**src/rtl/conv_window_ctrl_pkg.sv**
```systemverilog
//==============================================================================
// Module  : conv_window_ctrl_pkg
// Brief   : Shared types and constants for the 3x3 convolution window sequencer
// Revision: 1.0 - initial release
//==============================================================================
`default_nettype none

package conv_window_ctrl_pkg;

    // Number of taps in a 3x3 window / kernel
    localparam int c_TAPS = 9;

    // Sequencer states
    typedef enum logic [1:0] {
        ST_IDLE   = 2'd0,
        ST_LOAD_W = 2'd1,
        ST_STREAM = 2'd2,
        ST_DRAIN  = 2'd3
    } state_t;

    // Flat tap index of window/kernel element (row, col); a00 -> 0 ... a22 -> 8
    function automatic int tap_index(input int row, input int col);
        return row * 3 + col;
    endfunction

endpackage

`default_nettype wire

```
**src/rtl/conv_line_buffer.sv**
```systemverilog
//==============================================================================
// Module  : conv_line_buffer
// Brief   : Fixed-depth shift-register line buffer, one push per accepted pixel,
//           tap presents the oldest stored entry
// Revision: 1.0 - initial release
//==============================================================================
`default_nettype none

module conv_line_buffer #(
    parameter int WIDTH = 9,
    parameter int DEPTH = 27
) (
    input  logic             clk,
    input  logic             push,
    input  logic [WIDTH-1:0] din,
    output logic [WIDTH-1:0] tap
);

    logic [WIDTH-1:0] mem_q [DEPTH];
    logic [WIDTH-1:0] mem_d [DEPTH];

    assign mem_d[0] = push ? din : mem_q[0];

    generate
        for (genvar i = 1; i < DEPTH; i++) begin : g_stage
            assign mem_d[i] = push ? mem_q[i-1] : mem_q[i];
        end
    endgenerate

    // Storage only: contents are don't-care after reset, so no reset branch
    always_ff @(posedge clk) begin
        for (int i = 0; i < DEPTH; i++) begin
            mem_q[i] <= mem_d[i];
        end
    end

    assign tap = mem_q[DEPTH-1];

endmodule

`default_nettype wire

```
**src/rtl/conv_window_ctrl.sv**
```systemverilog
//==============================================================================
// Module  : conv_window_ctrl
// Brief   : Weight loader and sliding 3x3 window builder feeding conv_unit over
//           a valid/ready handshake, with end-of-frame pulse
// Revision: 1.0 - initial release
//==============================================================================
`default_nettype none

module conv_window_ctrl
    import conv_window_ctrl_pkg::*;
#(
    parameter int WIDTH = 9,
    parameter int IMG_W = 28,
    parameter int IMG_H = 28
) (
    input  logic                       clk,
    input  logic                       rst,
    input  logic                       load_start,
    input  logic                       frame_start,
    input  logic                       w_valid,
    input  logic [WIDTH-1:0]           w_data,
    output logic                       w_ready,
    input  logic                       pix_valid,
    input  logic [WIDTH-1:0]           pix_data,
    output logic                       pix_ready,
    output logic                       win_valid,
    input  logic                       win_ready,
    output logic [9*WIDTH-1:0]         win_a,
    output logic [9*WIDTH-1:0]         win_b,
    output logic [$clog2(IMG_H)-1:0]   out_row,
    output logic [$clog2(IMG_W)-1:0]   out_col,
    output logic                       busy,
    output logic                       frame_done
);

    localparam int RW  = $clog2(IMG_H);
    localparam int CW  = $clog2(IMG_W);
    localparam int WCW = $clog2(c_TAPS);

    localparam logic [RW-1:0]  c_ROW_LAST = RW'(IMG_H - 1);
    localparam logic [CW-1:0]  c_COL_LAST = CW'(IMG_W - 1);
    localparam logic [RW-1:0]  c_ROW_TWO  = RW'(2);
    localparam logic [CW-1:0]  c_COL_TWO  = CW'(2);
    localparam logic [WCW-1:0] c_W_LAST   = WCW'(c_TAPS - 1);

    state_t           state_q, state_d;
    logic [WCW-1:0]   w_cnt_q, w_cnt_d;
    logic [RW-1:0]    row_q, row_d, out_row_q, out_row_d;
    logic [CW-1:0]    col_q, col_d, out_col_q, out_col_d;
    logic             win_valid_q, win_valid_d;
    logic             frame_done_q, frame_done_d;
    logic [WIDTH-1:0] wgt_q [c_TAPS];
    logic [WIDTH-1:0] wgt_d [c_TAPS];
    logic [WIDTH-1:0] win_q [c_TAPS];
    logic [WIDTH-1:0] win_d [c_TAPS];

    logic [WIDTH-1:0] w_lb1_tap;
    logic [WIDTH-1:0] w_lb2_tap;
    logic             w_pix_ready;
    logic             w_pix_acc;
    logic             w_win_take;

    // A new pixel may enter whenever the single output slot is free or being emptied
    assign w_pix_ready = (state_q == ST_STREAM) && (!win_valid_q || win_ready);
    assign w_pix_acc   = w_pix_ready && pix_valid;
    assign w_win_take  = win_valid_q && win_ready;

    // Row r-1: fed by the pixel leaving the bottom window row, so the tap lines up with column c
    conv_line_buffer #(
        .WIDTH (WIDTH),
        .DEPTH (IMG_W - 1)
    ) u_lb_r1 (
        .clk  (clk),
        .push (w_pix_acc),
        .din  (win_q[tap_index(2, 2)]),
        .tap  (w_lb1_tap)
    );

    // Row r-2: chained from the middle window row
    conv_line_buffer #(
        .WIDTH (WIDTH),
        .DEPTH (IMG_W - 1)
    ) u_lb_r2 (
        .clk  (clk),
        .push (w_pix_acc),
        .din  (win_q[tap_index(1, 2)]),
        .tap  (w_lb2_tap)
    );

    // Sequencer next state: weight loading, raster position and end-of-frame detection
    always_comb begin
        state_d      = state_q;
        w_cnt_d      = w_cnt_q;
        row_d        = row_q;
        col_d        = col_q;
        frame_done_d = 1'b0;
        for (int k = 0; k < c_TAPS; k++) begin
            wgt_d[k] = wgt_q[k];
        end

        case (state_q)
            ST_IDLE: begin
                if (load_start) begin
                    state_d = ST_LOAD_W;
                    w_cnt_d = '0;
                end else if (frame_start) begin
                    state_d = ST_STREAM;
                    row_d   = '0;
                    col_d   = '0;
                end
            end
            ST_LOAD_W: begin
                if (w_valid) begin
                    for (int k = 0; k < c_TAPS; k++) begin
                        if (w_cnt_q == WCW'(k)) begin
                            wgt_d[k] = w_data;
                        end
                    end
                    if (w_cnt_q == c_W_LAST) begin
                        state_d = ST_IDLE;
                        w_cnt_d = '0;
                    end else begin
                        w_cnt_d = w_cnt_q + WCW'(1);
                    end
                end
            end
            ST_STREAM: begin
                if (w_pix_acc) begin
                    if (col_q == c_COL_LAST) begin
                        col_d = '0;
                        if (row_q == c_ROW_LAST) begin
                            row_d   = '0;
                            state_d = ST_DRAIN;
                        end else begin
                            row_d = row_q + RW'(1);
                        end
                    end else begin
                        col_d = col_q + CW'(1);
                    end
                end
            end
            ST_DRAIN: begin
                // Only the final window can still be pending here
                if (w_win_take) begin
                    state_d      = ST_IDLE;
                    frame_done_d = 1'b1;
                end
            end
            default: state_d = ST_IDLE;
        endcase
    end

    // Window shift and output slot: shift on every accept, present only unpadded windows
    always_comb begin
        win_valid_d = win_valid_q;
        out_row_d   = out_row_q;
        out_col_d   = out_col_q;
        for (int k = 0; k < c_TAPS; k++) begin
            win_d[k] = win_q[k];
        end

        if (w_win_take) begin
            win_valid_d = 1'b0;
        end

        if (w_pix_acc) begin
            for (int r = 0; r < 3; r++) begin
                win_d[tap_index(r, 0)] = win_q[tap_index(r, 1)];
                win_d[tap_index(r, 1)] = win_q[tap_index(r, 2)];
            end
            win_d[tap_index(0, 2)] = w_lb2_tap;
            win_d[tap_index(1, 2)] = w_lb1_tap;
            win_d[tap_index(2, 2)] = pix_data;

            if ((row_q >= c_ROW_TWO) && (col_q >= c_COL_TWO)) begin
                win_valid_d = 1'b1;
                out_row_d   = row_q - c_ROW_TWO;
                out_col_d   = col_q - c_COL_TWO;
            end
        end
    end

    // State, counters, weights and window registers; reset aborts any activity
    always_ff @(posedge clk or posedge rst) begin
        if (rst) begin
            state_q      <= ST_IDLE;
            w_cnt_q      <= '0;
            row_q        <= '0;
            col_q        <= '0;
            out_row_q    <= '0;
            out_col_q    <= '0;
            win_valid_q  <= 1'b0;
            frame_done_q <= 1'b0;
            for (int k = 0; k < c_TAPS; k++) begin
                wgt_q[k] <= '0;
                win_q[k] <= '0;
            end
        end else begin
            state_q      <= state_d;
            w_cnt_q      <= w_cnt_d;
            row_q        <= row_d;
            col_q        <= col_d;
            out_row_q    <= out_row_d;
            out_col_q    <= out_col_d;
            win_valid_q  <= win_valid_d;
            frame_done_q <= frame_done_d;
            for (int k = 0; k < c_TAPS; k++) begin
                wgt_q[k] <= wgt_d[k];
                win_q[k] <= win_d[k];
            end
        end
    end

    generate
        for (genvar k = 0; k < c_TAPS; k++) begin : g_pack
            assign win_a[WIDTH*k +: WIDTH] = win_q[k];
            assign win_b[WIDTH*k +: WIDTH] = wgt_q[k];
        end
    endgenerate

    assign w_ready    = (state_q == ST_LOAD_W);
    assign busy       = (state_q != ST_IDLE);
    assign pix_ready  = w_pix_ready;
    assign win_valid  = win_valid_q;
    assign out_row    = out_row_q;
    assign out_col    = out_col_q;
    assign frame_done = frame_done_q;

endmodule

`default_nettype wire

```
**config.mk**
```make
export PLATFORM = sky130hd
export DESIGN_NAME = conv_window_ctrl
export DESIGN_NICKNAME = d
export VERILOG_FILES = /design/src/rtl/conv_window_ctrl_pkg.sv /design/src/rtl/conv_line_buffer.sv /design/src/rtl/conv_window_ctrl.sv
export SDC_FILE = /design/constraint.sdc
export NUM_CORES = 1
export LEC_CHECK = 0
export ABC_AREA = 1
export CORE_AREA = 2 2 302 155
export CTS_CLUSTER_SIZE = 10
export DETAILED_ROUTE_END_ITERATION = 7
export DIE_AREA = 0 0 304 157
export PLACE_DENSITY = 0.76
export SLEW_MARGIN = 25
export SYNTH_ARGS = -nofsm -noshare
export SYNTH_HDL_FRONTEND = slang
export SYNTH_SLANG_ARGS = --single-unit
```
**constraint.sdc**
```tcl
create_clock -name clk -period 8.7 [get_ports clk]
set_clock_uncertainty 0.05 [all_clocks]
set_input_delay 1.74 -clock clk [delete_from_list [all_inputs] [get_ports clk]]
set_output_delay 1.74 -clock clk [all_outputs]
set_load 0.05 [all_outputs]
```
==> impl_metrics.yaml, run 1 <==
synth:
  synth_top_area_cell: "edfxtp_1"
  synth_seq_cells: 676
  synth_cell_types: 29
  synthTopCellsByArea: "edfxtp_1 (66%), dfrtp_1 (21%), nand2_1 (4.1%)"
  avgSynthCellArea_um2: 17.2
  yosysSeqAreaShare: 0.870
  syn_area_um2: 22200
  yosysWarnings: 0
  synth_ff_type: "edfxtp_1"
  synth_top_area_share: 0.656
  synth-edff-count: 486
  synth_nets: 1331
  ys_async_sr_fraction: 0.281
  netlist_instances: 1294
critical_path:
  critPathArrivalTime_ns: 3.28
  required_ns: 6.91
  cp_common_cell: "clkdlybuf4s50_1"
  rr_worst_depth: 7
  start_kind: "input port"
  worstPathMaxFanout: 3
  cp_slowest_cell: "clkdlybuf4s50_1"
  endpoint_kind: "primary output"
  crit_chain: "clkdlybuf4s50_1 > nor2_1 > nor2_4 > clkdlybuf4s50_1"
  crit_path_max_incr_delay_ns: 0.82
  critPathKind: "in2out"
global_routing:
  grt_pass1_vias: 10828
  grt_overflow_total: 0
  grt.total_usage: 0.169
  antenna_found_initial: 1
  grt_pass1_wl_mm: 61.4
  grt_max_degree: 209
clocking:
  clkSinkCount: 676
  cts_hold_buf: 0
  tritoncts: "yes"
  insertion_delay_ns: 0.59
  path_clk_slew_ns: 0.05
  cts-root-buf: "clkbuf_16"
  cts_resized: 0
  postCtsSetupBuffers: 0
  htreeDepth: 3
  cts_buffer_depth: 3
  cts_inserted_buffers: 77
pwr:
  peakVddDrop_v: 0.000145
  p_int_mw: 5.61
  swShare: 0.239
  netSwitchingPower_mw: 1.76
  p_leak_nw: 10.4
  report.power.total_mw: 7.36
  combPwrFrac: 0.087
  pwr-share-seq: 0.529
  p_per_area_nw_per_um2: 272
  clkPwrFrac: 0.384
route:
  drtAntennaViolNets: 0
  drtPass1Iterations: 5
  vias: 11002
  viasPerCell: 5.02
  wire_per_inst_um: 18.5
  drt-total-wl_mm: 40.6
  drt-initial-drc-count: 1074
  drc: 0
sta:
  holdWs_ns: 0.363
  max_slew_margin: 0.415
  finalSetupTns_ns: 0
  rsz0062_at_grt: "false"
  setup_violations: 0
  finalHoldViolCount: 0
  tightest_slew_ns: 0.877
  fin_crit_sh: 0.583
  period_minus_slack_ns: 5.07
  layout_setup_ws_ns: 3.63
  max_freq_mhz: 197
  finalMaxSlewViolations: 0
outcome:
  status: "finished clean"
floorplan:
  die_h_um: 157
  coreArea_um2: 44800
  boundaryPins: 202
  num_rows: 55
  start_util: 0.497
  dieArea_um2: 47700
  die_width_um: 304
finish:
  layout-drive-gt1-share: 0.0684
  fin_nets: 1587
  most-common-layout-cells: "edfxtp_1 (486), nand2_1 (244), clkdlybuf4s50_1 (201)"
  layout_commonest_cell: "edfxtp_1"
  area_delta_synth_final_pct: 21.7
  instances_no_fill: 2193
min_path:
  holdPathStages: 0
  hold_class: "reg2reg"
placed_design:
  dpl.hpwl_mm: 22.8
  place.gp.congestion: 0.823
  dp_cells: 2068
  dp_slack_ns: 3.58
  port_buffers: 201
job:
  drv_cap: 0
-- worst paths after layout --
check | from | to | slack, ns
worst max-delay path | win_ready | pix_ready | 3.63
worst min-delay path | u_lb_r1.mem_q[0][113] | u_lb_r1.mem_q[0][122] | 0.36
worst max register to register | state_q[0] | u_lb_r2.mem_q[14][0] | 5.19
worst min register to register | u_lb_r1.mem_q[0][113] | u_lb_r1.mem_q[0][122] | 0.36
max in group asynchronous | rst | win_b[66] | 5.71
min in group asynchronous | rst | win_valid | 1.62
-- worst max-delay path: cells and delay by family --
kind / cells / cell delay, ns
buffers and inverters: 2 / 1.33
and+or+nand+nor: 2 / 0.22
-- flip-flops by register name (all words and copies together), names as in the netlist, 5 cells and up --
signal / count
out_col: 5
out_row: 5
u_lb_r2.mem_q: 243
row_q: 5
col_q: 5
u_lb_r1.mem_q: 243
win_a: 81
win_b: 81
-- power groups by stage --
stage | Clock, mW | Combinational [mW] | Sequential [mW]
after floorplan | 0 | 0.192 | 4.15
after global routing | 3.04 | 0.688 | 3.92
after global placement | 0 | 0.629 | 3.94
final | 2.83 | 0.643 | 3.89
after CTS | 2.90 | 0.647 | 3.90
after detailed placement | 0 | 0.641 | 3.95
-- final cells by class --
cell class	instances	area (µm²)
well taps	598	748
inverters	62	248
fillers	3091	17700
clock buffers	122	2130
clock inverters	1	16.3
repair buffers	208	2110
diodes	1	2.50
flip-flops and latches	676	19300
multi-input cells	525	2470
-- synthesized netlist by cell type, drive strengths merged, types with 4 or more instances --
master,n
a21oi,43
o21ai,124
clkbuf,15
inv,62
nand3,19
dfrtp,190
edfxtp,486
nand2,249
ha,12
buf,16
xnor2,4
nor2,66
-- stage by stage --
stage	utilization	area (µm²)
3_3_place_gp	0.556	24900
6_report	0.604	27100
4_1_cts	0.604	27000
3_5_place_dp	0.556	24900
2_1_floorplan	-	22200
5_1_grt	0.604	27100
-- kinds of logic (layout without fill, tap and decap cells) --
group / Yosys count / count (layout) / synth area share
AOI/OAI and AO/OA: 169 / 169 / 0.0384
xor gates and xnor gates: 7 / 7 / 0.00276
adders and majority gates: 12 / 12 / 0.00675
buffers and inverters: 93 / 393 / 0.0190
DFF: 676 / 676 / 0.870
other: 0 / 1 / 0
and+or+nand+nor: 337 / 337 / 0.0633
-- routing by layer --
metal  share of wire  wire length [µm]  track usage
met1            0.43             17600        0.223
met5               0                 0            0
met2            0.48             19400        0.263
met4           0.046              1860       0.0933
met3           0.044              1800       0.0420
No activity file was read; power rests on OpenSTA's default activity.
==> inputs of run 2 (changes only) <==
clock period = 5.3 ns   (was 8.7 ns; I/O delays follow)
==> impl_metrics.yaml, run 2 (synthesized netlist as in run 1, its figures left out) <==
global_routing:
  grt_max_degree: 123
  antenna_found_initial: 2
  grt_pass1_wl_mm: 60.3
  grt_pass1_vias: 10729
  grt_overflow_total: 0
  grt.total_usage: 0.166
clocking:
  clkSinkCount: 676
  cts_inserted_buffers: 77
  cts_hold_buf: 0
  postCtsSetupBuffers: 0
  tritoncts: "yes"
  htreeDepth: 3
  cts-root-buf: "clkbuf_16"
  cts_buffer_depth: 3
  cts_resized: 0
  path_clk_slew_ns: 0.05
  insertion_delay_ns: 0.60
critical_path:
  cp_slowest_cell: "clkdlybuf4s50_1"
  worstPathMaxFanout: 3
  path_delay_family: "buffers and inverters"
  critPathKind: "in2out"
  critPathArrivalTime_ns: 2.58
  endpoint_kind: "primary output"
  crit_chain: "clkdlybuf4s50_1 > nor2_1 > nor2_4 > clkdlybuf4s50_1"
  cp_common_cell: "clkdlybuf4s50_1"
  worst-path-buf-inv: 2
  required_ns: 4.19
  crit_path_max_incr_delay_ns: 0.81
  start_kind: "input port"
finish:
  multi_input_area_um2: 2470
  fin_nets: 1588
  top_regs: "u_lb_r1.mem_q x243, u_lb_r2.mem_q x243"
  finalCoreUtilization: 0.607
  fill_cells: 3134
  regArea_um2: 19300
  layout_commonest_cell: "edfxtp_1"
  most-common-layout-cells: "edfxtp_1 (486), nand2_1 (244), clkdlybuf4s50_1 (201)"
  layout-drive-gt1-share: 0.0709
  area_delta_synth_final_pct: 22.3
floorplan:
  boundaryPins: 202
  coreArea_um2: 44800
  num_rows: 55
  dieArea_um2: 47700
  die_h_um: 157
  start_util: 0.497
  die_width_um: 304
route:
  drt-initial-drc-count: 1056
  drtAntennaViolNets: 0
  viasPerCell: 5.02
  drc: 0
  drtPass1Iterations: 5
  drt-total-wl_mm: 39.7
  wire_per_inst_um: 18.0
  vias: 11096
sta:
  setup_violations: 0
  period_minus_slack_ns: 3.69
  holdWs_ns: 0.352
  finalHoldViolCount: 0
  fin_crit_sh: 0.697
  tightest_slew_ns: 0.861
  max_slew_margin: 0.426
  max_freq_mhz: 271
  rsz0062_at_grt: "false"
  finalMaxSlewViolations: 0
  finalSetupTns_ns: 0
placed_design:
  dpl.hpwl_mm: 22.0
  port_buffers: 201
  place.gp.congestion: 0.813
outcome:
  status: "finished clean"
pwr:
  p_leak_nw: 10.5
  peakVddDrop_v: 0.000248
  p_per_area_nw_per_um2: 449
  report.power.total_mw: 12.2
job:
  drv_cap: 0
min_path:
  hold_class: "reg2reg"
## run 2: changes by cell type in the layout (fill, tap and decap cells not counted)
cell / before / now
diode_2: 1 / 2
clkbuf_8: 1 / 0
buf_16: 1 / 0
clkinvlp_4: 0 / 1
buf_4: 3 / 1
inv_6: 0 / 4
bufinv_16: 0 / 1
buf_12: 2 / 6
clkbuf_1: 43 / 53
inv_8: 2 / 1
## run 2: final timing paths
path	start	slack, ns	depth (start not counted)	endpoint
min in group asynchronous	rst	0.93	3	win_a[56]
max in group asynchronous	rst	3.62	3	win_b[17]
hold reg to reg	u_lb_r2.mem_q[19][3]	0.35	0	u_lb_r2.mem_q[20][3]
hold / removal	u_lb_r2.mem_q[19][3]	0.35	0	u_lb_r2.mem_q[20][3]
setup reg to reg	state_q[0]	2.74	8	out_row[0]
setup / recovery	win_ready	1.61	4	pix_ready
## run 2: worst register-to-register path, stage by stage, from the launching register on
cell and delay, ns:
dfrtp_1 0.48, inv_2 0.13, nand2_4 0.09, nor2_4 0.15, nand2_4 0.08, inv_8 0.40
nand3_1 0.74, nand2_1 0.23, o21ai_1 0.08
## run 2: power by group
group          internal (mW)  leakage [nW]  switching [mW]
Sequential              6.18          7.28           0.212
Clock                   2.80          1.06            1.97
Combinational          0.307          2.15           0.743
Total                   9.28          10.5            2.92
## run 2: routing by layer
metal,global-route usage,share of wire,up-vias
met5,0,0,-
met4,0.0817,0.034,0
met3,0.0369,0.044,87
met2,0.260,0.48,296
met1,0.224,0.44,5614
li1,-,-,5099
## run 2: per-stage QoR
step | cell area [µm²] | cells | setup WS (ns)
6_report | 27200 | 2209 | 1.61
5_1_grt | 27200 | 2209 | 1.56
4_1_cts | 27200 | 2207 | 1.60
3_5_place_dp | 25000 | 2070 | 1.61
3_3_place_gp | 25000 | 2070 | 1.61
2_1_floorplan | 22300 | 1294 | 0.732
## run 2: area by class of cell
| type | count | area share |
|---|---|---|
| Antenna cell | 2 | 0.000184 |
| Clock buffer | 131 | 0.0791 |
| Clock inverter | 6 | 0.00299 |
| Inverter | 62 | 0.00897 |
| Multi-Input combinational cell | 525 | 0.0910 |
| Sequential cell | 676 | 0.711 |
| Tap cell | 598 | 0.0275 |
| Timing Repair Buffer | 209 | 0.0791 |
==> inputs of run 3 (changes only) <==
clock period = 3.4 ns   (was 5.3 ns; I/O delays follow)
==> impl_metrics.yaml, run 3 (synthesized netlist as in run 1, its figures left out) <==
pwr:
  peakVddDrop_v: 0.000377
  p_per_area_nw_per_um2: 699
  p_leak_nw: 10.5
  report.power.total_mw: 19.1
sta:
  period_minus_slack_ns: 3.04
  rsz0062_at_grt: "false"
  tightest_slew_ns: 0.836
  fin_crit_sh: 0.895
  setup_violations: 0
  holdWs_ns: 0.355
  finalSetupTns_ns: 0
  max_freq_mhz: 329
  finalHoldViolCount: 0
  finalMaxSlewViolations: 0
  max_slew_margin: 0.443
clocking:
  path_clk_slew_ns: 0.06
  cts_inserted_buffers: 77
  htreeDepth: 3
  cts-root-buf: "clkbuf_16"
  cts_resized: 0
  postCtsSetupBuffers: 0
  cts_buffer_depth: 3
  clkSinkCount: 676
  tritoncts: "yes"
  insertion_delay_ns: 0.59
  cts_hold_buf: 0
finish:
  layout-drive-gt1-share: 0.0752
  instances_no_fill: 2208
  fin_area_um2: 27300
  top_regs: "u_lb_r1.mem_q x243, u_lb_r2.mem_q x243"
  layout_commonest_cell: "edfxtp_1"
  fill_cells: 3088
  fin_nets: 1594
  area_delta_synth_final_pct: 22.6
  most-common-layout-cells: "edfxtp_1 (486), nand2_1 (244), clkdlybuf4s50_1 (201)"
route:
  drt-initial-drc-count: 943
  drt-total-wl_mm: 40.1
  drc: 0
  vias: 11007
  drtAntennaViolNets: 0
  wire_per_inst_um: 18.2
  drtPass1Iterations: 5
  viasPerCell: 4.99
global_routing:
  grt_overflow_total: 0
  antenna_found_initial: 4
  grt_max_degree: 143
  grt.total_usage: 0.167
  grt_pass1_vias: 10997
  grt_pass1_wl_mm: 60.9
placed_design:
  dpl_cell_area_um2: 25000
  place.gp.congestion: 0.815
  port_buffers: 201
  dpl.hpwl_mm: 22.5
  dp_cells: 2076
critical_path:
  worst-path-buf-inv: 3
  path_delay_family: "buffers and inverters"
  start_kind: "register"
  critPathArrivalTime_ns: 2.31
  required_ns: 2.67
  crit_path_max_incr_delay_ns: 0.89
  critPathKind: "reg2out"
  worstPathMaxFanout: 5
  endpoint_kind: "primary output"
  crit_chain: "inv_2 > nand2_4 > inv_1 > clkdlybuf4s50_1"
  cp_slowest_cell: "clkdlybuf4s50_1"
outcome:
  status: "finished clean"
floorplan:
  die_h_um: 157
  dieArea_um2: 47700
  start_util: 0.497
  boundaryPins: 202
  coreArea_um2: 44800
  num_rows: 55
  die_width_um: 304
job:
  drv_cap: 0
min_path:
  hold_class: "reg2reg"
## run 3: changes by cell type in the layout (fill, tap and decap cells not counted)
cell / delta
buf_12: +2
buf_4: +5
clkbuf_1: -8
inv_6: -1
buf_6: -1
clkbuf_16: +2
## run 3: area by class of cell
class	instances	area [µm²]	share of cell area
Clock buffer	125	2170	0.0796
Multi-Input combinational cell	525	2470	0.0907
Tap cell	598	748	0.0274
Sequential cell	676	19300	0.709
Timing Repair Buffer	215	2220	0.0813
Inverter	62	244	0.00894
Antenna cell	2	5.00	0.000183
Clock inverter	5	72.6	0.00266
## run 3: path summary, 6_finish.rpt
check / from / end / slack (ns) / cells past startpoint
max: state_q[1] / w_ready / 0.36 / 4
min: u_lb_r2.mem_q[22][8] / u_lb_r2.mem_q[23][8] / 0.35 / 0
max reg2reg: state_q[0] / out_row[1] / 1.04 / 8
min reg2reg: u_lb_r2.mem_q[22][8] / u_lb_r2.mem_q[23][8] / 0.35 / 0
max in group asynchronous: rst / win_a[35] / 2.05 / 3
min in group asynchronous: rst / win_b[77] / 0.63 / 3
## run 3: routing by layer
layer  wire [µm]  global-route usage
met1       17300               0.212
met2       19000               0.266
met3        1980              0.0434
met4        1890              0.0938
met5           0                   0
## run 3: power by group
| part | total [mW] | switching [mW] | internal (mW) |
|---|---|---|---|
| Sequential | 9.95 | 0.328 | 9.63 |
| Clock | 7.44 | 3.02 | 4.42 |
| Combinational | 1.67 | 1.18 | 0.489 |
| Total | 19.1 | 4.53 | 14.5 |
## run 3: per-stage QoR
stage / util / setup slack, ns
after floorplan: - / 0.190
after global placement: 0.559 / 0.483
after detailed placement: 0.559 / 0.458
after CTS: 0.609 / 0.339
after global routing: 0.609 / 0.272
final: 0.609 / 0.358
